**src/rtl/mc_tag_scheduler_pkg.sv**
```systemverilog
// Shared definitions for the multicast tag scheduler: FSM encodings and
// packet geometry helpers.
package mc_tag_scheduler_pkg;

   // Sequencer states: idle after reset, programming unit tag IDs, dispatching packets.
   typedef enum logic [1:0] {
      ST_IDLE = 2'd0,
      ST_PROG = 2'd1,
      ST_RUN  = 2'd2
   } sched_state_t;

   // A buffered packet is {tag, payload}.
   function automatic int packet_width(input int address_width, input int bitwidth);
      return address_width + bitwidth;
   endfunction

endpackage

```
**src/rtl/mc_tag_scheduler_if.sv**
```systemverilog
// Upstream packet handshake plus the shared multicast program/tag/value bus.
// The master side is the scheduler; the slave side is the environment
// (global buffer upstream, multicast controllers and PEs downstream).
interface mc_tag_scheduler_if #(
   parameter int NUM_UNITS     = 4,
   parameter int ADDRESS_WIDTH = 4,
   parameter int BITWIDTH      = 16
) ();

   logic                     in_valid;
   logic [ADDRESS_WIDTH-1:0] in_tag;
   logic [BITWIDTH-1:0]      in_value;
   logic                     in_ready;

   logic [NUM_UNITS-1:0]     mc_program;
   logic [ADDRESS_WIDTH-1:0] mc_tag_id;
   logic                     mc_enable;
   logic [ADDRESS_WIDTH-1:0] mc_tag;
   logic [BITWIDTH-1:0]      mc_value;
   logic [NUM_UNITS-1:0]     unit_ready;

   modport master (
      input  in_valid, in_tag, in_value, unit_ready,
      output in_ready, mc_program, mc_tag_id, mc_enable, mc_tag, mc_value
   );

   modport slave (
      output in_valid, in_tag, in_value, unit_ready,
      input  in_ready, mc_program, mc_tag_id, mc_enable, mc_tag, mc_value
   );

endinterface

```
**src/rtl/mc_tag_scheduler_sync_fifo.sv**
```systemverilog
// Single-clock FIFO with full/empty flags. Pointers carry one extra wrap bit
// so full and empty are distinguishable without a separate count. Read data
// is the current head (no output register). Storage is not reset; only the
// pointers are, which is what discards buffered packets on reset.
module sync_fifo #(
   parameter int WIDTH = 20,
   parameter int DEPTH = 4
) (
   input  logic             clk,
   input  logic             rstb,
   input  logic             push,
   input  logic             pop,
   input  logic [WIDTH-1:0] wdata,
   output logic [WIDTH-1:0] rdata,
   output logic             full,
   output logic             empty
);

   localparam int PTR_W = $clog2(DEPTH);

   logic [WIDTH-1:0] mem [DEPTH];
   logic [PTR_W:0]   wr_ptr;
   logic [PTR_W:0]   rd_ptr;
   logic             do_push;
   logic             do_pop;

   assign do_push = push & ~full;
   assign do_pop  = pop & ~empty;

   // Advance read/write pointers on accepted push/pop.
   always_ff @(posedge clk or negedge rstb) begin
      if (!rstb) begin
         wr_ptr <= '0;
         rd_ptr <= '0;
      end else begin
         if (do_push) wr_ptr <= wr_ptr + 1'b1;
         if (do_pop)  rd_ptr <= rd_ptr + 1'b1;
      end
   end

   // Write the accepted entry into storage.
   always_ff @(posedge clk) begin
      if (do_push) mem[wr_ptr[PTR_W-1:0]] <= wdata;
   end

   assign rdata = mem[rd_ptr[PTR_W-1:0]];
   assign empty = (wr_ptr == rd_ptr);
   assign full  = (wr_ptr[PTR_W] != rd_ptr[PTR_W]) &&
                  (wr_ptr[PTR_W-1:0] == rd_ptr[PTR_W-1:0]);

endmodule

```
**src/rtl/mc_tag_scheduler.sv**
```systemverilog
// Sequencer for a row of multicast controllers sharing one tag/value bus.
// Programs each controller's tag ID, then buffers tagged packets and puts
// each one on the bus only once every matching unit is ready. Packets that
// match no unit are dropped and counted.
module mc_tag_scheduler
   import mc_tag_scheduler_pkg::*;
#(
   parameter int NUM_UNITS     = 4,
   parameter int ADDRESS_WIDTH = 4,
   parameter int BITWIDTH      = 16,
   parameter int FIFO_DEPTH    = 4,
   parameter int DROP_CNT_W    = 8
) (
   input  logic                               clk,
   input  logic                               rstb,
   input  logic                               cfg_start,
   input  logic [NUM_UNITS*ADDRESS_WIDTH-1:0] cfg_tag_ids,
   output logic                               cfg_done,
   mc_tag_scheduler_if.master                 bus,
   output logic [DROP_CNT_W-1:0]              drop_count,
   output logic                               busy
);

   localparam int PKT_W = packet_width(ADDRESS_WIDTH, BITWIDTH);
   localparam int IDX_W = (NUM_UNITS > 1) ? $clog2(NUM_UNITS) : 1;
   localparam logic [IDX_W-1:0] LAST_IDX = IDX_W'(NUM_UNITS - 1);

   // Saturating increment for the drop counter.
   function automatic logic [DROP_CNT_W-1:0] sat_inc(input logic [DROP_CNT_W-1:0] v);
      return (&v) ? v : v + 1'b1;
   endfunction

   // FSM and programming strobe registers
   sched_state_t             state_q, state_d;
   logic [IDX_W-1:0]         idx_q, idx_d, idx_inc;
   logic [NUM_UNITS-1:0]     prog_q, prog_d;
   logic [ADDRESS_WIDTH-1:0] tag_id_q, tag_id_d;
   logic                     done_q, done_d;
   logic                     cfg_take;

   // Shadow tag table: the tag ID each controller was programmed with.
   logic [ADDRESS_WIDTH-1:0] shadow [NUM_UNITS];

   // Packet buffer
   logic                     fifo_push;
   logic                     fifo_pop;
   logic [PKT_W-1:0]         fifo_wdata;
   logic [PKT_W-1:0]         fifo_rdata;
   logic                     fifo_full;
   logic                     fifo_empty;
   logic [ADDRESS_WIDTH-1:0] head_tag;
   logic [BITWIDTH-1:0]      head_value;

   // Dispatch decision
   logic [NUM_UNITS-1:0]     match;
   logic                     can_service;
   logic                     drop;
   logic                     go;
   logic                     in_ready_w;

   // Bus register and drop counter
   logic                     enable_q;
   logic [ADDRESS_WIDTH-1:0] mtag_q;
   logic [BITWIDTH-1:0]      mval_q;
   logic [DROP_CNT_W-1:0]    drop_q;

   assign idx_inc = idx_q + 1'b1;

   // Next-state logic and registered programming outputs.
   always_comb begin
      state_d  = state_q;
      idx_d    = idx_q;
      prog_d   = '0;
      tag_id_d = '0;
      done_d   = 1'b0;
      cfg_take = 1'b0;
      unique case (state_q)
         ST_IDLE: begin
            if (cfg_start) cfg_take = 1'b1;
         end
         ST_PROG: begin
            if (idx_q == LAST_IDX) begin
               state_d = ST_RUN;
            end else begin
               idx_d    = idx_inc;
               prog_d   = NUM_UNITS'(1) << idx_inc;
               tag_id_d = shadow[idx_inc];
               done_d   = (idx_inc == LAST_IDX);
            end
         end
         ST_RUN: begin
            // Reprogramming only once nothing is buffered or in flight on the bus.
            if (cfg_start && fifo_empty && !enable_q) cfg_take = 1'b1;
         end
         default: state_d = ST_IDLE;
      endcase
      // First strobe comes straight from the config word, latched into the shadow table on the same edge.
      if (cfg_take) begin
         state_d  = ST_PROG;
         idx_d    = '0;
         prog_d   = NUM_UNITS'(1);
         tag_id_d = cfg_tag_ids[ADDRESS_WIDTH-1:0];
         done_d   = (NUM_UNITS == 1);
      end
   end

   // State register plus programming strobe, tag ID and done pulse.
   always_ff @(posedge clk or negedge rstb) begin
      if (!rstb) begin
         state_q  <= ST_IDLE;
         idx_q    <= '0;
         prog_q   <= '0;
         tag_id_q <= '0;
         done_q   <= 1'b0;
      end else begin
         state_q  <= state_d;
         idx_q    <= idx_d;
         prog_q   <= prog_d;
         tag_id_q <= tag_id_d;
         done_q   <= done_d;
      end
   end

   // Latch the requested tag IDs when programming starts.
   always_ff @(posedge clk or negedge rstb) begin
      if (!rstb) begin
         for (int i = 0; i < NUM_UNITS; i++) shadow[i] <= '0;
      end else if (cfg_take) begin
         for (int i = 0; i < NUM_UNITS; i++) shadow[i] <= cfg_tag_ids[i*ADDRESS_WIDTH +: ADDRESS_WIDTH];
      end
   end

   // A full buffer refuses a push even when the head leaves in the same cycle.
   assign in_ready_w = (state_q == ST_RUN) && !fifo_full;
   assign fifo_push  = bus.in_valid & in_ready_w;
   assign fifo_wdata = {bus.in_tag, bus.in_value};

   sync_fifo #(
      .WIDTH (PKT_W),
      .DEPTH (FIFO_DEPTH)
   ) u_fifo (
      .clk   (clk),
      .rstb  (rstb),
      .push  (fifo_push),
      .pop   (fifo_pop),
      .wdata (fifo_wdata),
      .rdata (fifo_rdata),
      .full  (fifo_full),
      .empty (fifo_empty)
   );

   assign head_tag   = fifo_rdata[PKT_W-1 -: ADDRESS_WIDTH];
   assign head_value = fifo_rdata[BITWIDTH-1:0];

   // Which units the head packet targets.
   always_comb begin
      match = '0;
      for (int i = 0; i < NUM_UNITS; i++) match[i] = (shadow[i] == head_tag);
   end

   // Drop unmatched heads; send matched heads only when all targets are ready; otherwise hold.
   assign can_service = (state_q == ST_RUN) && !fifo_empty;
   assign drop        = can_service && (match == '0);
   assign go          = can_service && (match != '0) && ((match & ~bus.unit_ready) == '0);
   assign fifo_pop    = drop | go;

   // Bus register: one-cycle enable per dispatch, tag/value hold while idle.
   always_ff @(posedge clk or negedge rstb) begin
      if (!rstb) begin
         enable_q <= 1'b0;
         mtag_q   <= '0;
         mval_q   <= '0;
      end else begin
         enable_q <= go;
         if (go) begin
            mtag_q <= head_tag;
            mval_q <= head_value;
         end
      end
   end

   // Count packets that matched no unit.
   always_ff @(posedge clk or negedge rstb) begin
      if (!rstb) drop_q <= '0;
      else if (drop) drop_q <= sat_inc(drop_q);
   end

   assign bus.in_ready   = in_ready_w;
   assign bus.mc_program = prog_q;
   assign bus.mc_tag_id  = tag_id_q;
   assign bus.mc_enable  = enable_q;
   assign bus.mc_tag     = mtag_q;
   assign bus.mc_value   = mval_q;
   assign cfg_done       = done_q;
   assign drop_count     = drop_q;
   assign busy           = (state_q != ST_IDLE) || !fifo_empty;

endmodule

```
**src/flat_wrapper.sv**
```systemverilog
// flat-port wrapper written by rule: the top's interface ports become plain ports
module mc_tag_scheduler_flat import mc_tag_scheduler_pkg::*;
#(
   parameter int NUM_UNITS     = 4,
   parameter int ADDRESS_WIDTH = 4,
   parameter int BITWIDTH      = 16,
   parameter int FIFO_DEPTH    = 4,
   parameter int DROP_CNT_W    = 8
)
  (clk, rstb, cfg_start, cfg_tag_ids, cfg_done, drop_count, busy, bus_in_valid, bus_in_tag, bus_in_value, bus_unit_ready, bus_in_ready, bus_mc_program, bus_mc_tag_id, bus_mc_enable, bus_mc_tag, bus_mc_value);
  mc_tag_scheduler_if #(.NUM_UNITS(NUM_UNITS), .ADDRESS_WIDTH(ADDRESS_WIDTH), .BITWIDTH(BITWIDTH)) bus_i ();
  input  logic clk;
  input  logic rstb;
  input  logic cfg_start;
  input  logic [NUM_UNITS*ADDRESS_WIDTH-1:0] cfg_tag_ids;
  output logic cfg_done;
  output logic [DROP_CNT_W-1:0] drop_count;
  output logic busy;
  input wire logic [$bits(bus_i.in_valid)-1:0] bus_in_valid;
  input wire logic [$bits(bus_i.in_tag)-1:0] bus_in_tag;
  input wire logic [$bits(bus_i.in_value)-1:0] bus_in_value;
  input wire logic [$bits(bus_i.unit_ready)-1:0] bus_unit_ready;
  output wire logic [$bits(bus_i.in_ready)-1:0] bus_in_ready;
  output wire logic [$bits(bus_i.mc_program)-1:0] bus_mc_program;
  output wire logic [$bits(bus_i.mc_tag_id)-1:0] bus_mc_tag_id;
  output wire logic [$bits(bus_i.mc_enable)-1:0] bus_mc_enable;
  output wire logic [$bits(bus_i.mc_tag)-1:0] bus_mc_tag;
  output wire logic [$bits(bus_i.mc_value)-1:0] bus_mc_value;
  assign bus_i.in_valid = bus_in_valid;
  assign bus_i.in_tag = bus_in_tag;
  assign bus_i.in_value = bus_in_value;
  assign bus_i.unit_ready = bus_unit_ready;
  assign bus_in_ready = bus_i.in_ready;
  assign bus_mc_program = bus_i.mc_program;
  assign bus_mc_tag_id = bus_i.mc_tag_id;
  assign bus_mc_enable = bus_i.mc_enable;
  assign bus_mc_tag = bus_i.mc_tag;
  assign bus_mc_value = bus_i.mc_value;
  mc_tag_scheduler #(.NUM_UNITS(NUM_UNITS), .ADDRESS_WIDTH(ADDRESS_WIDTH), .BITWIDTH(BITWIDTH), .FIFO_DEPTH(FIFO_DEPTH), .DROP_CNT_W(DROP_CNT_W)) u_core (.clk(clk), .rstb(rstb), .cfg_start(cfg_start), .cfg_tag_ids(cfg_tag_ids), .cfg_done(cfg_done), .bus(bus_i), .drop_count(drop_count), .busy(busy));
endmodule
```
**config.mk**
```make
export PLATFORM = sky130hd
export DESIGN_NAME = mc_tag_scheduler_flat
export DESIGN_NICKNAME = d
export VERILOG_FILES = /design/src/rtl/mc_tag_scheduler_pkg.sv /design/src/rtl/mc_tag_scheduler_if.sv /design/src/rtl/mc_tag_scheduler_sync_fifo.sv /design/src/rtl/mc_tag_scheduler.sv /design/src/flat_wrapper.sv
export SDC_FILE = /design/constraint.sdc
export NUM_CORES = 1
export LEC_CHECK = 0
export ABC_AREA = 1
export CAP_MARGIN = 10
export CORE_MARGIN = 4
export CORE_UTILIZATION = 30
export CTS_CLUSTER_DIAMETER = 120
export DETAILED_ROUTE_END_ITERATION = 10
export GPL_TIMING_DRIVEN = 0
export HOLD_SLACK_MARGIN = 0.08
export SLEW_MARGIN = 40
export SYNTH_ARGS = -nofsm -noshare
export SYNTH_HDL_FRONTEND = slang
export SYNTH_SLANG_ARGS = --single-unit
```
**constraint.sdc**
```tcl
create_clock -name clk -period 7.43 [get_ports clk]
set_input_delay 0.743 -clock clk [delete_from_list [all_inputs] [get_ports clk]]
set_output_delay 0.743 -clock clk [all_outputs]
set_load 0.02 [all_outputs]
```
# Yosys cells after proc, flatten, opt, wreduce, memory -nomap -nowiden
# Memory sizes are Yosys's and may differ from the RTL's.
# Cells that the tools add are included.
[totals]
ff_bits = 64
mem_bits_rw = 80
out_inout_bits = 40
wordCells = 92
mem_count = 1
[mem_list]
columns = ["memory", "depth", "word_bits", "read_ports", "rd_clocked_by_memory_dff", "write_ports", "line_no", "text"]
rows = [
  ["u_core.u_fifo.mem", 4, 20, 1, 0, 1, "mc_tag_scheduler_sync_fifo.sv:21", "logic [WIDTH-1:0] mem [DEPTH];"],
]
[op_classes]
addsub = 4
n_lt_le_gt_ge = 1
n_eq_ne = 14
n_shift = 1
mux = 23
bitwise_logic = 10
n_reduce_logical = 23
[op_table]
columns = ["cell", "n"]
rows = [
  ["$mux 4", 8],
  ["$eq 4x4->1", 4],
  ["$mux 2", 5],
  ["$add 8x1->8 const B", 1],
  ["$bmux 4 s2", 1],
  ["$logic_and 1x1->1", 8],
  ["$logic_not 4->1", 2],
  ["$reduce_and 8->1", 1],
  ["$mux 1", 7],
  ["$add 3x1->3 const B", 2],
  ["$eq 2x2->1 const B", 3],
  ["$reduce_and 2->1", 3],
  ["$and 4x4->4", 1],
  ["$ne 2x1->1 const B", 2],
  ["$not 4->4", 1],
  ["$pmux 2 s2", 1],
  ["$reduce_bool 2->1", 2],
  ["$reduce_bool 4->1", 1],
  ["$shl 1x2->4 const A", 1],
  ["$and 1x1->1", 3],
  ["$eq 3x3->1", 1],
  ["$ge 3x3->1 const B", 1],
  ["$logic_not 1->1", 3],
  ["$ne 3x1->1 const B", 1],
  ["11 further kinds", 13],
]

# Depth between registers and ports, before layout
[logic_depth]
word_depth = 8
mapped_depth = 18
mapped_depth_nobuf = 16

# Hierarchy
# Synthesis repeated with hierarchy kept, for this count alone.
[unflattened]
cells_unflattened = 621
area_unflattened_um2 = 6318.6
[by_module_without_submodules]
columns = ["mod", "n_inst", "cells_each", "area_each_um2", "seq_area_each_um2"]
rows = [
  ["sync_fifo", 1, 255, 3380.7, 2552.4],
  ["mc_tag_scheduler", 1, 366, 2937.8, 1426.4],
]

# Worst setup path before layout
# OpenSTA, ideal clock, no wires.
[synth_timing]
kind = "register to register"
from = "reg u_core.u_fifo.rd_ptr[0]"
to = "mem u_core.u_fifo.mem[3][0], enable pin"
arrival_ps = 2185
required_time_ps = 7031
setup_slack_ps = 4845
path_stages_with_launch = 8
n_path_buf = 2
synth_period_minus_slack_ps = 2585
cell_sequence = "dfrtp_1 -> buf_6 -> buf_8 -> xor2_1 -> o31ai_1 -> inv_1 -> nand2_1 -> nor2_1"
[synth_between]
elab_chain_len = 8
elab_cells_between_ends = 9
[synth_lines]
columns = ["item", "line_no", "text"]
rows = [
  ["start: declaration", "mc_tag_scheduler_sync_fifo.sv:23", "logic [PTR_W:0] rd_ptr;"],
  ["start signal: assignment", "mc_tag_scheduler_sync_fifo.sv:37", "if (do_pop) rd_ptr <= rd_ptr + 1'b1;"],
  ["$eq 2x2->1", "mc_tag_scheduler_sync_fifo.sv:49", "(wr_ptr[PTR_W-1:0] == rd_ptr[PTR_W-1:0]);"],
  ["$logic_and 1x1->1", "mc_tag_scheduler_sync_fifo.sv:48", "assign full = (wr_ptr[PTR_W] != rd_ptr[PTR_W]) &&"],
  ["$logic_not 1->1", "mc_tag_scheduler.sv:134", "assign in_ready_w = (state_q == ST_RUN) && !fifo_full;"],
  ["$logic_and 1x1->1", "mc_tag_scheduler.sv:134", ""],
  ["via bus_in_ready", "flat_wrapper.sv:23", "output wire logic [$bits(bus_i.in_ready)-1:0] bus_in_ready;"],
  ["$and 1x1->1", "mc_tag_scheduler.sv:135", "assign fifo_push = bus.in_valid & in_ready_w;"],
  ["$and 1x1->1", "mc_tag_scheduler_sync_fifo.sv:27", "assign do_push = push & ~full;"],
  ["$mux 1", "mc_tag_scheduler_sync_fifo.sv:43", "if (do_push) mem[wr_ptr[PTR_W-1:0]] <= wdata;"],
  ["$mux 1 (implied by the code)", "mc_tag_scheduler_sync_fifo.sv:43", ""],
  ["end: declaration", "mc_tag_scheduler_sync_fifo.sv:21", ""],
]
# The timed path passes the listed nets, and every way through them passes these cells.

# Worst setup path after layout
[layout_timing]
from = "reg u_core.u_fifo.rd_ptr[0]"
to = "out bus_in_ready"
[layout_between]
elab_chain_len = 4
[layout_lines]
columns = ["item", "line_no"]
rows = [
  ["$eq 2x2->1", "mc_tag_scheduler_sync_fifo.sv:49"],
  ["$logic_and 1x1->1", "mc_tag_scheduler_sync_fifo.sv:48"],
  ["$logic_not 1->1", "mc_tag_scheduler.sv:134"],
  ["$logic_and 1x1->1", "mc_tag_scheduler.sv:134"],
  ["end: declaration", "flat_wrapper.sv:23"],
]
# No other way between the ends.

==> metrics.txt <==
Worst setup EP type output pin; fraction of synthesis flops using an asynchronous set or reset pin 44.1%; Pint 2080 uW; WP data arrival 2290 ps; worst path bufs/invs 4; first-pass GRT wire length 23800 um; Worst setup SP type flop; total grt overflow 0; 1st-pass router iterations 4; xor and xnor fraction of the mapped netlist area 1.49%; CP Max Fanout 10; Post-DRT Antenna Nets 0; clock power share 25.5%; Post-DP Area approximately 7800 um2; hold-fix buffers at CTS 0; Layout Skew 17.6 ps; FF+latch count, synth 143; CP max stage cell clkdlybuf4s50_1; Cell variety after synth 36; clk_lat worst skew about 430 ps; Post-Layout Cell Count between 900 and 1000; Leak Pwr about 0.0034 uW; initial antenna violation count 0; most used flip-flop cell after synthesis edfxtp_1; DIE AREA 24000 um2; RSZ-0062 raised after global routing false; r2r startpoint u_core.u_fifo.rd_ptr[0]; post-synthesis simple-gate area fraction 18.5%; Max IR drop VDD 0.142 mV; Post-CTS Setup Repair Bufs 0; vias in the first global route 4282; Die Height 155 um; H-tree depth 4; Post-synth EDFFs 80; Initial Util 30.7%; fin. max-slew vios 0; Root Buffer clkbuf_16; largest family of logic cells by synthesized area simple AND/OR/NAND/NOR gates; data required time of the critical path 6690 ps; Met3 Wirelength 630 um; slowest stage delay, CP about 550 ps; clock-pin slew on the worst setup and hold paths ~70 ps; Core ar. 21200 um2; WS Path Type reg2out; met1 wire length 7030 um; Psw around 1400 uW; area delta synth->final 29.5%; Final nets 749; layout cells sized above 1 approximately 19%; io pins 84; Total Power about 3400 uW; period utilization 40.8%; input/output buffers 83; status completed; register area share after synthesis 61.4%; Wirelength per Cell 15.5 um; Power Density 410 nW/um2; Switching Share 39.6%; area fraction in compound gates after synthesis a little over a tenth; Combinational Power Share between 40% and 50%; Adder-Cell Fraction of Synth Area 2.12%; Cell Chain, Critical Path buf_6 > buf_8 > xor2_1 > o31ai_1 > inv_1 > clkdlybuf4s50_1; post-CTS resize count 0; Final Hold Fails 0; Syn Nets 642; most common cell after layout, fill and taps aside nand2_1; worst-margin pin slew 611 ps; initial drt markers between 200 and 250; normalized max-slew margin 59.3%; vias per std cell 4.50; Max Cap Viol 0; synthesized cell area 6480 um2; top sig layer met4; TritonCTS clock tree built; cell family with most CP delay buffers and inverters; post-route minimum period 3030 ps; CTS Buffer Depth 2; diode count 0; fmax 330 MHz; overall global routing resource usage between 10% and 20%; post-synthesis area per instance 11.0 um2; most frequent cells in the layout nand2_1, clkdlybuf4s50_1, edfxtp_1; DP Wirelength 11000 um; gpl congestion around 0.78; cell row count 53; total negative slack 0 ps; min-delay worst type in2async; sequential power share 32.6%; chip width between 150 and 200 um; drt total wl ~15000 um; Final setup violation count 0; yosys warns 0; pin count of the biggest net entering global routing 52; Design Area, Final between 8000 and 9000 um2; mux cell area share after synthesis 0%; vias 4417; final hold slack 139 ps; DR DRC count 0; clock sinks 143; TritonCTS Buffers 17; Placed Cells 950; Syn Inst Count 587; crit path from u_core.u_fifo.rd_ptr[0]; met2 wire len 7320 um
## stage by stage
stage | utilization (%) | setup slack (ps)
6_report | 39.7 | 4400
5_1_grt | 39.7 | 4300
4_1_cts | 39.7 | 4340
3_5_place_dp | 36.8 | 4820
3_3_place_gp | 36.2 | 3160
2_1_floorplan | - | 4850
## final cells by class
class / instances / area, um2
clock buffer: 18 / 439
sequential: 143 / 3980
clock inverter: 14 / 168
timing repair buffer: 88 / 932
fill: 2046 / 12800
multi-input combinational: 366 / 2150
tap: 275 / 344
buffer: 23 / 174
inverter: 55 / 214
## routing by layer
| metal | track usage, % | vias up |
|---|---|---|
| met4 | 5.38 | 0 |
| met5 | 0 | - |
| li1 | - | 2187 |
| met1 | 17.7 | 2107 |
| met3 | 2.67 | 20 |
| met2 | 20.3 | 103 |
## registers in the layout, summed over array words and instances (netlist names), 3 cells and up
name,flops
u_core.bus.mc_program,3
u_core.bus.mc_tag,4
u_core.bus.mc_tag_id,4
u_core.bus.mc_value,16
u_core.drop_count,8
u_core.shadow,16
u_core.u_fifo.mem,80
u_core.u_fifo.rd_ptr,3
u_core.u_fifo.wr_ptr,3
## power groups by stage
stage | clock, uW | sequential, uW | combinational, uW
final | 877 | 1120 | 1440
after CTS | 890 | 1120 | 1460
after global routing | 930 | 1140 | 1610
after floorplan | 0 | 1200 | 897
after detailed placement | 0 | 1140 | 1450
after global placement | 0 | 1140 | 1430
## cells in the mapped netlist, types with 8 or more instances
library cell / count / area [um2]
a21oi_1: 17 / 85.1
a32o_1: 16 / 160
clkbuf_1: 8 / 30.0
dfrtp_1: 63 / 1580
edfxtp_1: 80 / 2400
ha_1: 11 / 138
inv_1: 48 / 180
nand2_1: 147 / 552
nand2_2: 27 / 169
nand2_4: 8 / 90.1
nand3_1: 26 / 130
nor2_1: 20 / 75.1
o21ai_0: 32 / 160
o21ai_2: 25 / 219
xor2_1: 9 / 78.8
## worst register-to-register path, stage by stage (launching register included)
cell	delay [ps]
dfrtp_1	390
buf_6	150
buf_8	150
xor2_1	200
o31ai_1	130
inv_1	100
nand2_1	300
nor2_4	460
buf_8	220
## final timing paths
path,to,slack (ps),depth (start not counted)
min reg2reg,u_core.u_fifo.wr_ptr[2],480,1
min,u_core.bus.mc_value[11],140,1
min in group clk,u_core.u_fifo.wr_ptr[2],480,1
max,bus_in_ready,4400,6
max reg2reg,u_core.u_fifo.mem[2][12],5040,8
max in group asynchronous,u_core.shadow[13],6790,2
## logic make-up after synthesis
group	count (synthesis)
xor gates and xnor gates	11
buffers and inverters	78
DFF	143
and+or+nand+nor	246
AOI/OAI and AO/OA	98
adders and majority gates	11
Power figures use the tool's default switching activity.
